File: config.mk
export PLATFORM = sky130hd
export DESIGN_NAME = median_frame_sched_flat
export DESIGN_NICKNAME = d
export VERILOG_FILES = /design/src/rtl/median_frame_sched_if.sv /design/src/rtl/median_frame_sched.sv /design/src/flat_wrapper.sv
export SDC_FILE = /design/constraint.sdc
export NUM_CORES = 1
export LEC_CHECK = 0
export CORE_UTILIZATION = 40
export DETAILED_ROUTE_END_ITERATION = 6
export MAX_ROUTING_LAYER = met4
export PLACE_DENSITY_LB_ADDON = 0.3
export SLEW_MARGIN = 40
export SYNTH_ARGS = -nofsm -noshare
export SYNTH_HDL_FRONTEND = slang
export SYNTH_SLANG_ARGS = --single-unit
File: constraint.sdc
create_clock -name clk -period 4.31 [get_ports clk]
set_clock_uncertainty 0.05 [all_clocks]
set_input_delay 0.862 -clock clk [delete_from_list [all_inputs] [get_ports clk]]
set_output_delay 0.862 -clock clk [all_outputs]
set_load 0.005 [all_outputs]
File: src/rtl/median_frame_sched_if.sv
// Pixel stream bundle: valid/ready handshake carrying one 8-bit pixel with frame/line markers.
interface median_frame_sched_if;
    logic       valid;
    logic       ready;
    logic [7:0] pixel;
    logic       sof;
    logic       eol;

    modport master (output valid, output pixel, output sof, output eol, input ready);
    modport slave  (input valid, input pixel, input sof, input eol, output ready);
endinterface

File: src/rtl/median_frame_sched.sv
// Frame sequencer in front of the 3x3 median stage: regenerates exact WxH geometry, pads short frames.
// Zero-latency combinational forward path; source stalls on the active path's ready, and during PAD/DRAIN.
module median_frame_sched #(
    parameter int W = 160,
    parameter int H = 120
) (
    input  logic                          clk,
    input  logic                          reset,
    input  logic                          cfg_enable_i,
    input  logic                          cfg_bypass_i,
    median_frame_sched_if.slave           s_if,
    median_frame_sched_if.master          f_if,
    median_frame_sched_if.slave           r_if,
    median_frame_sched_if.master          m_if,
    output logic                          busy_o,
    output logic                          frame_done_o,
    output logic                          err_sync_o,
    output logic                          err_line_o,
    output logic [15:0]                   frame_cnt_o
);

    localparam int XW   = (W > 1) ? $clog2(W) : 1;
    localparam int YW   = (H > 1) ? $clog2(H) : 1;
    localparam int NPIX = W * H;
    localparam int CW   = (NPIX > 1) ? $clog2(NPIX) : 1;

    localparam logic [XW-1:0] X_LAST   = XW'(W - 1);
    localparam logic [YW-1:0] Y_LAST   = YW'(H - 1);
    localparam logic [CW-1:0] CNT_LAST = CW'(NPIX - 1);

    typedef enum logic [2:0] {IDLE, WAIT_SOF, RUN, PAD, DRAIN} state_t;

    state_t          state_q, state_d;
    logic [XW-1:0]   x_q, x_d;
    logic [YW-1:0]   y_q, y_d;
    logic [CW-1:0]   out_cnt_q, out_cnt_d;
    logic [15:0]     frame_cnt_q, frame_cnt_d;
    logic            bypass_q, bypass_d;
    logic            pend_q, pend_d;
    logic            done_q, done_d;
    logic            esync_q, esync_d;
    logic            eline_q, eline_d;

    logic            s_ready;
    logic            f_valid, f_sof, f_eol;
    logic [7:0]      f_pixel;
    logic            m_valid, m_sof, m_eol;
    logic [7:0]      m_pixel;
    logic            r_ready;

    logic            pos_first, pos_eol, pos_last;
    logic            early, adv, out_beat, frame_act;
    logic            path_vld, path_rdy;
    logic [7:0]      path_pix;

    always_comb begin
        state_d     = state_q;
        x_d         = x_q;
        y_d         = y_q;
        out_cnt_d   = out_cnt_q;
        frame_cnt_d = frame_cnt_q;
        bypass_d    = bypass_q;
        pend_d      = pend_q;
        done_d      = 1'b0;
        esync_d     = 1'b0;
        eline_d     = 1'b0;

        s_ready  = 1'b0;
        f_valid  = 1'b0;
        f_pixel  = 8'd0;
        f_sof    = 1'b0;
        f_eol    = 1'b0;
        m_valid  = 1'b0;
        m_pixel  = 8'd0;
        m_sof    = 1'b0;
        m_eol    = 1'b0;
        r_ready  = 1'b0;

        pos_first = (x_q == '0) && (y_q == '0);
        pos_eol   = (x_q == X_LAST);
        pos_last  = pos_eol && (y_q == Y_LAST);
        early     = 1'b0;
        adv       = 1'b0;
        path_vld  = 1'b0;
        path_pix  = 8'd0;
        path_rdy  = bypass_q ? m_if.ready : f_if.ready;
        frame_act = (state_q == RUN) || (state_q == PAD) || (state_q == DRAIN);

        case (state_q)
            IDLE: begin
                s_ready = 1'b1;
                if (cfg_enable_i) begin
                    state_d = WAIT_SOF;
                end
            end
            WAIT_SOF: begin
                // The SOF beat is left on the bus so RUN consumes it as pixel (0,0).
                s_ready = !(s_if.valid && s_if.sof);
                if (s_if.valid && s_if.sof) begin
                    bypass_d = cfg_bypass_i;
                    x_d      = '0;
                    y_d      = '0;
                    state_d  = RUN;
                end
            end
            RUN: begin
                early    = s_if.valid && s_if.sof && !pos_first;
                path_vld = s_if.valid && !early;
                path_pix = s_if.pixel;
                s_ready  = path_rdy && !early;
                if (s_if.valid && s_ready) begin
                    adv     = 1'b1;
                    eline_d = (s_if.eol != pos_eol);
                end else if (early) begin
                    esync_d = 1'b1;
                    pend_d  = 1'b1;
                    state_d = PAD;
                end
            end
            PAD: begin
                path_vld = 1'b1;
                path_pix = 8'd0;
                adv      = path_rdy;
            end
            DRAIN: begin
                s_ready = 1'b0;
            end
            default: begin
                state_d = IDLE;
            end
        endcase

        if ((state_q == RUN) || (state_q == PAD)) begin
            if (bypass_q) begin
                m_valid = path_vld;
                m_pixel = path_pix;
                m_sof   = pos_first;
                m_eol   = pos_eol;
            end else begin
                f_valid = path_vld;
                f_pixel = path_pix;
                f_sof   = pos_first;
                f_eol   = pos_eol;
            end
        end

        if (frame_act && !bypass_q) begin
            m_valid = r_if.valid;
            m_pixel = r_if.pixel;
            m_sof   = r_if.sof;
            m_eol   = r_if.eol;
            r_ready = m_if.ready;
        end

        if (adv) begin
            if (pos_eol) begin
                x_d = '0;
                y_d = (y_q == Y_LAST) ? '0 : y_q + YW'(1);
            end else begin
                x_d = x_q + XW'(1);
            end
            if (pos_last) begin
                state_d = DRAIN;
            end
        end

        // Frame completion wins over any RUN/PAD transition in the same cycle (bypass last beat).
        out_beat = m_valid && m_if.ready;
        if (out_beat) begin
            if (out_cnt_q == CNT_LAST) begin
                out_cnt_d   = '0;
                frame_cnt_d = frame_cnt_q + 16'd1;
                done_d      = 1'b1;
                if (pend_q) begin
                    pend_d   = 1'b0;
                    bypass_d = cfg_bypass_i;
                    x_d      = '0;
                    y_d      = '0;
                    state_d  = RUN;
                end else begin
                    state_d = cfg_enable_i ? WAIT_SOF : IDLE;
                end
            end else begin
                out_cnt_d = out_cnt_q + CW'(1);
            end
        end

        if (reset) begin
            s_ready = 1'b0;
            f_valid = 1'b0;
            r_ready = 1'b0;
            m_valid = 1'b0;
        end
    end

    always_ff @(posedge clk) begin
        if (reset) begin
            state_q     <= IDLE;
            x_q         <= '0;
            y_q         <= '0;
            out_cnt_q   <= '0;
            frame_cnt_q <= 16'd0;
            bypass_q    <= 1'b0;
            pend_q      <= 1'b0;
            done_q      <= 1'b0;
            esync_q     <= 1'b0;
            eline_q     <= 1'b0;
        end else begin
            state_q     <= state_d;
            x_q         <= x_d;
            y_q         <= y_d;
            out_cnt_q   <= out_cnt_d;
            frame_cnt_q <= frame_cnt_d;
            bypass_q    <= bypass_d;
            pend_q      <= pend_d;
            done_q      <= done_d;
            esync_q     <= esync_d;
            eline_q     <= eline_d;
        end
    end

    assign s_if.ready   = s_ready;
    assign f_if.valid   = f_valid;
    assign f_if.pixel   = f_pixel;
    assign f_if.sof     = f_sof;
    assign f_if.eol     = f_eol;
    assign r_if.ready   = r_ready;
    assign m_if.valid   = m_valid;
    assign m_if.pixel   = m_pixel;
    assign m_if.sof     = m_sof;
    assign m_if.eol     = m_eol;

    assign busy_o       = (state_q != IDLE);
    assign frame_done_o = done_q;
    assign err_sync_o   = esync_q;
    assign err_line_o   = eline_q;
    assign frame_cnt_o  = frame_cnt_q;

endmodule

File: src/flat_wrapper.sv
// flat-port wrapper written by rule: the top's interface ports become plain ports
module median_frame_sched_flat 
#(
    parameter int W = 160,
    parameter int H = 120
)
  (clk, reset, cfg_enable_i, cfg_bypass_i, busy_o, frame_done_o, err_sync_o, err_line_o, frame_cnt_o, s_if_valid, s_if_pixel, s_if_sof, s_if_eol, s_if_ready, f_if_valid, f_if_pixel, f_if_sof, f_if_eol, f_if_ready, r_if_valid, r_if_pixel, r_if_sof, r_if_eol, r_if_ready, m_if_valid, m_if_pixel, m_if_sof, m_if_eol, m_if_ready);
  median_frame_sched_if s_if_i ();
  median_frame_sched_if f_if_i ();
  median_frame_sched_if r_if_i ();
  median_frame_sched_if m_if_i ();
  input  logic clk;
  input  logic reset;
  input  logic cfg_enable_i;
  input  logic cfg_bypass_i;
  output logic busy_o;
  output logic frame_done_o;
  output logic err_sync_o;
  output logic err_line_o;
  output logic [15:0] frame_cnt_o;
  input wire logic [$bits(s_if_i.valid)-1:0] s_if_valid;
  input wire logic [$bits(s_if_i.pixel)-1:0] s_if_pixel;
  input wire logic [$bits(s_if_i.sof)-1:0] s_if_sof;
  input wire logic [$bits(s_if_i.eol)-1:0] s_if_eol;
  output wire logic [$bits(s_if_i.ready)-1:0] s_if_ready;
  output wire logic [$bits(f_if_i.valid)-1:0] f_if_valid;
  output wire logic [$bits(f_if_i.pixel)-1:0] f_if_pixel;
  output wire logic [$bits(f_if_i.sof)-1:0] f_if_sof;
  output wire logic [$bits(f_if_i.eol)-1:0] f_if_eol;
  input wire logic [$bits(f_if_i.ready)-1:0] f_if_ready;
  input wire logic [$bits(r_if_i.valid)-1:0] r_if_valid;
  input wire logic [$bits(r_if_i.pixel)-1:0] r_if_pixel;
  input wire logic [$bits(r_if_i.sof)-1:0] r_if_sof;
  input wire logic [$bits(r_if_i.eol)-1:0] r_if_eol;
  output wire logic [$bits(r_if_i.ready)-1:0] r_if_ready;
  output wire logic [$bits(m_if_i.valid)-1:0] m_if_valid;
  output wire logic [$bits(m_if_i.pixel)-1:0] m_if_pixel;
  output wire logic [$bits(m_if_i.sof)-1:0] m_if_sof;
  output wire logic [$bits(m_if_i.eol)-1:0] m_if_eol;
  input wire logic [$bits(m_if_i.ready)-1:0] m_if_ready;
  assign s_if_i.valid = s_if_valid;
  assign s_if_i.pixel = s_if_pixel;
  assign s_if_i.sof = s_if_sof;
  assign s_if_i.eol = s_if_eol;
  assign s_if_ready = s_if_i.ready;
  assign f_if_valid = f_if_i.valid;
  assign f_if_pixel = f_if_i.pixel;
  assign f_if_sof = f_if_i.sof;
  assign f_if_eol = f_if_i.eol;
  assign f_if_i.ready = f_if_ready;
  assign r_if_i.valid = r_if_valid;
  assign r_if_i.pixel = r_if_pixel;
  assign r_if_i.sof = r_if_sof;
  assign r_if_i.eol = r_if_eol;
  assign r_if_ready = r_if_i.ready;
  assign m_if_valid = m_if_i.valid;
  assign m_if_pixel = m_if_i.pixel;
  assign m_if_sof = m_if_i.sof;
  assign m_if_eol = m_if_i.eol;
  assign m_if_i.ready = m_if_ready;
  median_frame_sched #(.W(W), .H(H)) u_core (.clk(clk), .reset(reset), .cfg_enable_i(cfg_enable_i), .cfg_bypass_i(cfg_bypass_i), .s_if(s_if_i), .f_if(f_if_i), .r_if(r_if_i), .m_if(m_if_i), .busy_o(busy_o), .frame_done_o(frame_done_o), .err_sync_o(err_sync_o), .err_line_o(err_line_o), .frame_cnt_o(frame_cnt_o));
endmodule
After elaboration in Yosys (flattened, before gate mapping)
Index checks and enable logic that the tools add are counted.
{"block": "totals", "ff_bits": 54, "input_bits": 28, "output_inout_bits": 44, "wordCells": 120}
{"block": "op_classes", "add_sub_neg": 4, "n_eq_ne": 8, "mux": 71, "n_bitwise": 3, "n_reduce_logical": 24}
{"op": "8-bit two-way mux", "count": 13}
{"op": "7-bit two-way mux", "count": 8}
{"op": "1-bit two-way mux", "count": 36}
{"op": "3-bit two-way mux", "count": 9}
{"op": "16-bit by 1-bit adder with 16-bit output, second input constant", "count": 1}
{"op": "15-bit by 1-bit adder with 15-bit output, second input constant", "count": 1}
{"op": "15-bit == test, second input constant", "count": 1}
{"op": "15-bit two-way mux", "count": 1}
{"op": "3-bit one-hot mux with 4 select lines", "count": 1}
{"op": "1-bit logical AND", "count": 9}
{"op": "8-bit by 1-bit adder with 8-bit output, second input constant", "count": 1}
{"op": "8-bit == test, second input constant", "count": 1}
{"op": "8-bit logical NOT", "count": 1}
{"op": "7-bit by 1-bit adder with 7-bit output, second input constant", "count": 1}
{"op": "7-bit == test, second input constant", "count": 1}
{"op": "7-bit logical NOT", "count": 1}
{"op": "3-bit by 2-bit == test with 1-bit output, second input constant", "count": 2}
{"op": "3-bit OR reduction", "count": 2}
{"op": "1-bit logical NOT", "count": 4}
{"op": "1-bit one-hot mux with 2 select lines", "count": 2}
{"op": "2-bit OR reduction", "count": 2}
{"op": "3-bit by 1-bit == test with 1-bit output, second input constant", "count": 1}
{"op": "3-bit == test, second input constant", "count": 1}
{"op": "3-bit logical NOT", "count": 1}
{"op": "6 further kinds", "count": 9}

Depth between registers and ports, before layout
{"block": "logic_depth", "depth_word": 13, "ltp_mapped": 10, "depth_no_buf": 8}

Least setup slack after synthesis
OpenSTA, ideal clock, no wires.
{"block": "synth_path", "kind": "input -> output", "from": "input port s_if_valid", "to": "output port m_if_valid", "t_arrival_ns": 2.037, "required_time_ns": 3.398, "setup_slack_ns": 1.361, "stages": 7, "n_path_buf": 3, "cell_sequence": "buf_2 and4bb_2 nand2_1 o221ai_2 buf_6 buf_2 nor2b_1"}
{"block": "synth_between", "elab_chain_len": 9}
{"element": "start: declaration", "line": "flat_wrapper.sv:21", "source": "input wire logic [$bits(s_if_i.valid)-1:0] s_if_valid;"}
{"element": "1-bit logical AND (2 in series)", "line": "median_frame_sched.sv:107", "source": "early = s_if.valid && s_if.sof && !pos_first;"}
{"element": "1-bit logical NOT", "line": "median_frame_sched.sv:108", "source": "path_vld = s_if.valid && !early;"}
{"element": "1-bit logical AND (*)", "line": "median_frame_sched.sv:108"}
{"element": "1-bit one-hot mux with 2 select lines (*)", "line": "median_frame_sched.sv:89", "source": "case (state_q)"}
{"element": "1-bit two-way mux (*)", "line": "median_frame_sched.sv:134", "source": "if (bypass_q) begin"}
{"element": "1-bit two-way mux (*)", "line": "median_frame_sched.sv:133", "source": "if ((state_q == RUN) || (state_q == PAD)) begin"}
{"element": "1-bit two-way mux (*)", "line": "median_frame_sched.sv:147", "source": "if (frame_act && !bypass_q) begin"}
{"element": "1-bit two-way mux (*)", "line": "median_frame_sched.sv:188", "source": "if (reset) begin"}
{"element": "end: declaration", "line": "flat_wrapper.sv:36", "source": "output wire logic [$bits(m_if_i.valid)-1:0] m_if_valid;"}
Every way passes the cells marked *; elsewhere a longest branch is shown, timed or not.

Worst setup path after layout
{"block": "layout_path", "from": "input port s_if_valid", "to": "output port s_if_ready"}
{"block": "layout_between", "elab_chain_len": 6, "word_cells_on_any_way": 7, "classes_between": "mux (2); reduce/logical (5)"}
{"element": "1-bit logical AND (*)", "line": "median_frame_sched.sv:98, median_frame_sched.sv:107"}
{"element": "1-bit logical AND", "line": "median_frame_sched.sv:107"}
{"element": "1-bit logical NOT", "line": "median_frame_sched.sv:110", "source": "s_ready = path_rdy && !early;"}
{"element": "1-bit logical AND", "line": "median_frame_sched.sv:110"}
{"element": "1-bit one-hot mux with 3 select lines (*)", "line": "median_frame_sched.sv:89"}
{"element": "1-bit two-way mux (*)", "line": "median_frame_sched.sv:188"}
{"element": "end: declaration", "line": "flat_wrapper.sv:25", "source": "output wire logic [$bits(s_if_i.ready)-1:0] s_if_ready;"}
Marks and branches as above.

==> run_results.csv <==
group,metric,value,unit
setup_path,r2r-end,"u_core.state_q[0]$_SDFF_PP0_",
min_path,min_from,"u_core.out_cnt_q[1]$_SDFFE_PP0P_",
setup_path,rrSetupSlack,1590,ps
power,peakVddDrop,0.0001409,V
setup_path,cpMaxStageDelayCell,"clkdlybuf4s50_1",
setup_path,r2r-start,"u_core.y_q[0]$_SDFF_PP0_",
clock_tree,cts_resized,0,
flow_run,drv_cap,0,
global_route,antenna_found_initial,0,
layout,area_growth,25.88,%
min_path,hold_depth,2,
layout,fin_util,52.14,%
min_path,min_path_type,"reg2reg",
routing,vias,3109,
layout,layout-drive-gt1-share,6.087,%
sta,maxSlewViolCount,0,
sta,tns,0,ps
floorplan,fp.dieW,91.45,um
clock_tree,clk_root_buffer_cell,"clkbuf_8",
yosys,ys_ff_latch,54,
sta,worstMarginPinSlew,850.0,ps
sta,finalHoldViolCount,0,
yosys,yosysTopAreaCell,"dfxtp_1",
yosys,synth_warnings,0,
place,dp_hpwl,6.004,mm
global_route,grt_overflow,0,
power,p_per_area,219.6,nW/um^2
routing,drt-initial-drc-count,188,
setup_path,cp.arrival,2890,ps
setup_path,endpoint_kind,"output port",
clock_tree,clockBufferDepth,2,
yosys,synth_most_common_cell,"dfxtp_1",
setup_path,cp_num_buf_inv,2,
power,p_leak,0.001438,uW
global_route,grt_first_pass_wirelength,13.54,mm
yosys,synth_nets,437,
layout,finalInstanceArea,4029,sq um
yosys,synth_cell_types,56,
routing,viasPerCell,5.532,
clock_tree,htree_levels,2,
clock_tree,numCtsBuffers,5,
floorplan,floorplan.die_area,8363,sq um
layout,num_antenna_cells,0,
global_route,grt_pass1_vias,2829,
layout,n_fill_cell,752,
sta,post-route-min-period,3804,ps
setup_path,setup.worst_path.class,"in2out",
clock_tree,postCtsSetupBuffers,0,
yosys,synth_area_leaders,"dfxtp_1 (34%), nor2_1 (4.7%), xor2_1 (4.4%), a21oi_1 (3.8%), nand3_1 (3.6%)",
yosys,syn_area,3201,sq um
sta,relSlewSlack,42.90,%
sta,rsz0062_at_grt,"no",
floorplan,pin_count,72,
routing,drc,0,
setup_path,required,3400,ps
place,placed_cells,554,
clock_tree,cts.sinks,54,
setup_path,worstRegToRegCells,9,
yosys,synthTopCellsByCount,"dfxtp_1 (54), nor2_1 (40), nand2_1 (26), a21oi_1 (24), nand3_1 (23)",
setup_path,critPathLaunchType,"primary input",
sta,min_period_over_period,88.27,%
floorplan,start_util,41.42,%
yosys,syn_area_per_cell,7.942,sq um
setup_path,slowest_delay,600,ps
clock_tree,holdBufCountCts,0,
place,placed_area,3943,sq um
clock_tree,path_clk_slew,100,ps
place,port_buffers,71,
yosys,synthFlopType,"dfxtp_1",
outcome,status,"finished, final reports clean",
yosys,synth-edff-count,0,
floorplan,rows,32,
global_route,track_usage,20.23,%
yosys,async_reset_ff_share,0,%
clock_tree,cts_tree,"done",
min_path,whs_endpoint,"u_core.out_cnt_q[1]$_SDFFE_PP0P_",
routing,wl,8.147,mm
sta,setup_viol,0,
sta,max_freq,0.2629,GHz
yosys,synth_cells,403,
floorplan,core_area,7727,sq um
setup_path,critPathMaxFanout,9,
yosys,yosysTopAreaCellShare,33.78,%
layout,instances_no_fill,562,
routing,routedWlPerCell,14.50,um
floorplan,die_y,91.45,um
clock_tree,clock_latency,310,ps
setup_path,crit_family,"buffers and inverters",
setup_path,cp_cell_sequence,"clkdlybuf4s50_1, nand3_1, nand2_1, a2111oi_0, clkdlybuf4s50_1",
setup_path,cpMostUsedCell,"clkdlybuf4s50_1",
routing,ant_nets,0,
yosys,seq_area_frac_synth,33.78,%
routing,drtPass1Iterations,4,
layout,final_nets,493,
global_route,grt_start_max_net_pins,24,
place,place_congestion,0.8328,
-- report_power, final --
group | leakage (uW) | switching [uW] | internal, uW
Combinational | 0.000958 | 46.3 | 50.8
Clock | 0.0000452 | 167 | 115
Sequential | 0.000435 | 5.18 | 500
-- layer usage --
| layer | share of wire [%] | global-route usage [%] | vias to the layer above |
|---|---|---|---|
| met5 | 0 | - | - |
| met4 | 1.3 | 5.556 | 0 |
| met3 | 3.5 | 3.266 | 11 |
| met2 | 49 | 33.71 | 77 |
| met1 | 46 | 25.28 | 1450 |
| li1 | - | - | 1571 |
-- final cells by class --
cell class	instances	area (sq um)	share of cell area, %
clock inverters	2	13.76	0.3416
flip-flops and latches	54	1081	26.83
multi-input cells	304	1918	47.61
repair buffers	76	748.2	18.57
well taps	102	127.6	3.168
inverters	18	67.56	1.677
clock buffers	6	72.57	1.801
-- tightest hold or removal path, stage by stage, from the launching register on --
cell	delay, ps
dfxtp_1	330
nand2_1	50
a21oi_1	50
-- metrics by stage --
| stage | total power (uW) | hold WS, ps | worst slack, ps |
|---|---|---|---|
| 2_1_floorplan | 563.3 | 398.8 | 1361 |
| 3_3_place_gp | 611.9 | 411.6 | 644.4 |
| 3_5_place_dp | 613.7 | 414.1 | 611.6 |
| 4_1_cts | 896.9 | 428.5 | 575.5 |
| 5_1_grt | 921.6 | 455.5 | 408.7 |
| 6_report | 884.8 | 426.1 | 505.7 |
-- placed cells by master, fill, tap and decap left out, types with 6 or more instances in the layout --
master,n
xor2_1,16
a22oi_1,10
dfxtp_1,54
clkdlybuf4s50_1,71
nand3_1,23
o32ai_1,8
inv_1,18
a21oi_1,24
o21ai_0,18
nor3_1,11
and2_1,11
and3_1,16
mux2_2,6
nor2b_1,6
ha_1,6
nand4_1,16
nand2_1,26
nor2_1,40
or3_1,13
-- cells by family (layout without fill, tap and decap cells) --
logic type                 after synthesis  after routing  synth area share, %
xor gates and xnor gates                18             18                4.926
adders and majority gates                6              6                2.346
buffers and inverters                   45            102                6.294
and+or+nand+nor                        191            191                33.35
DFF                                     54             54                33.78
muxes                                    8              8                2.736
AOI/OAI and AO/OA                       81             81                16.58
-- worst max path at each step --
stage                  to  slack [ps]                startpoint  cells after the start
3_3_place_gp   s_if_ready         640                  s_if_sof                      5
2_1_floorplan  m_if_valid        1360                s_if_valid                      7
6_report       s_if_ready         510                s_if_valid                      5
5_1_grt        s_if_ready         410  u_core.x_q[1]$_SDFF_PP0_                      8
3_5_place_dp   s_if_ready         610                s_if_valid                      5
4_1_cts        s_if_ready         580  u_core.x_q[0]$_SDFF_PP0_                      8
-- registers in the layout (all words and copies together), names as in the netlist, 3 cells and up --
| name | cells |
|---|---|
| u_core.frame_cnt_o | 16 |
| u_core.out_cnt_q | 15 |
| u_core.x_q | 8 |
| u_core.y_q | 7 |
| u_core.state_q | 3 |
Note: power is estimated with default switching activity, not from simulation.
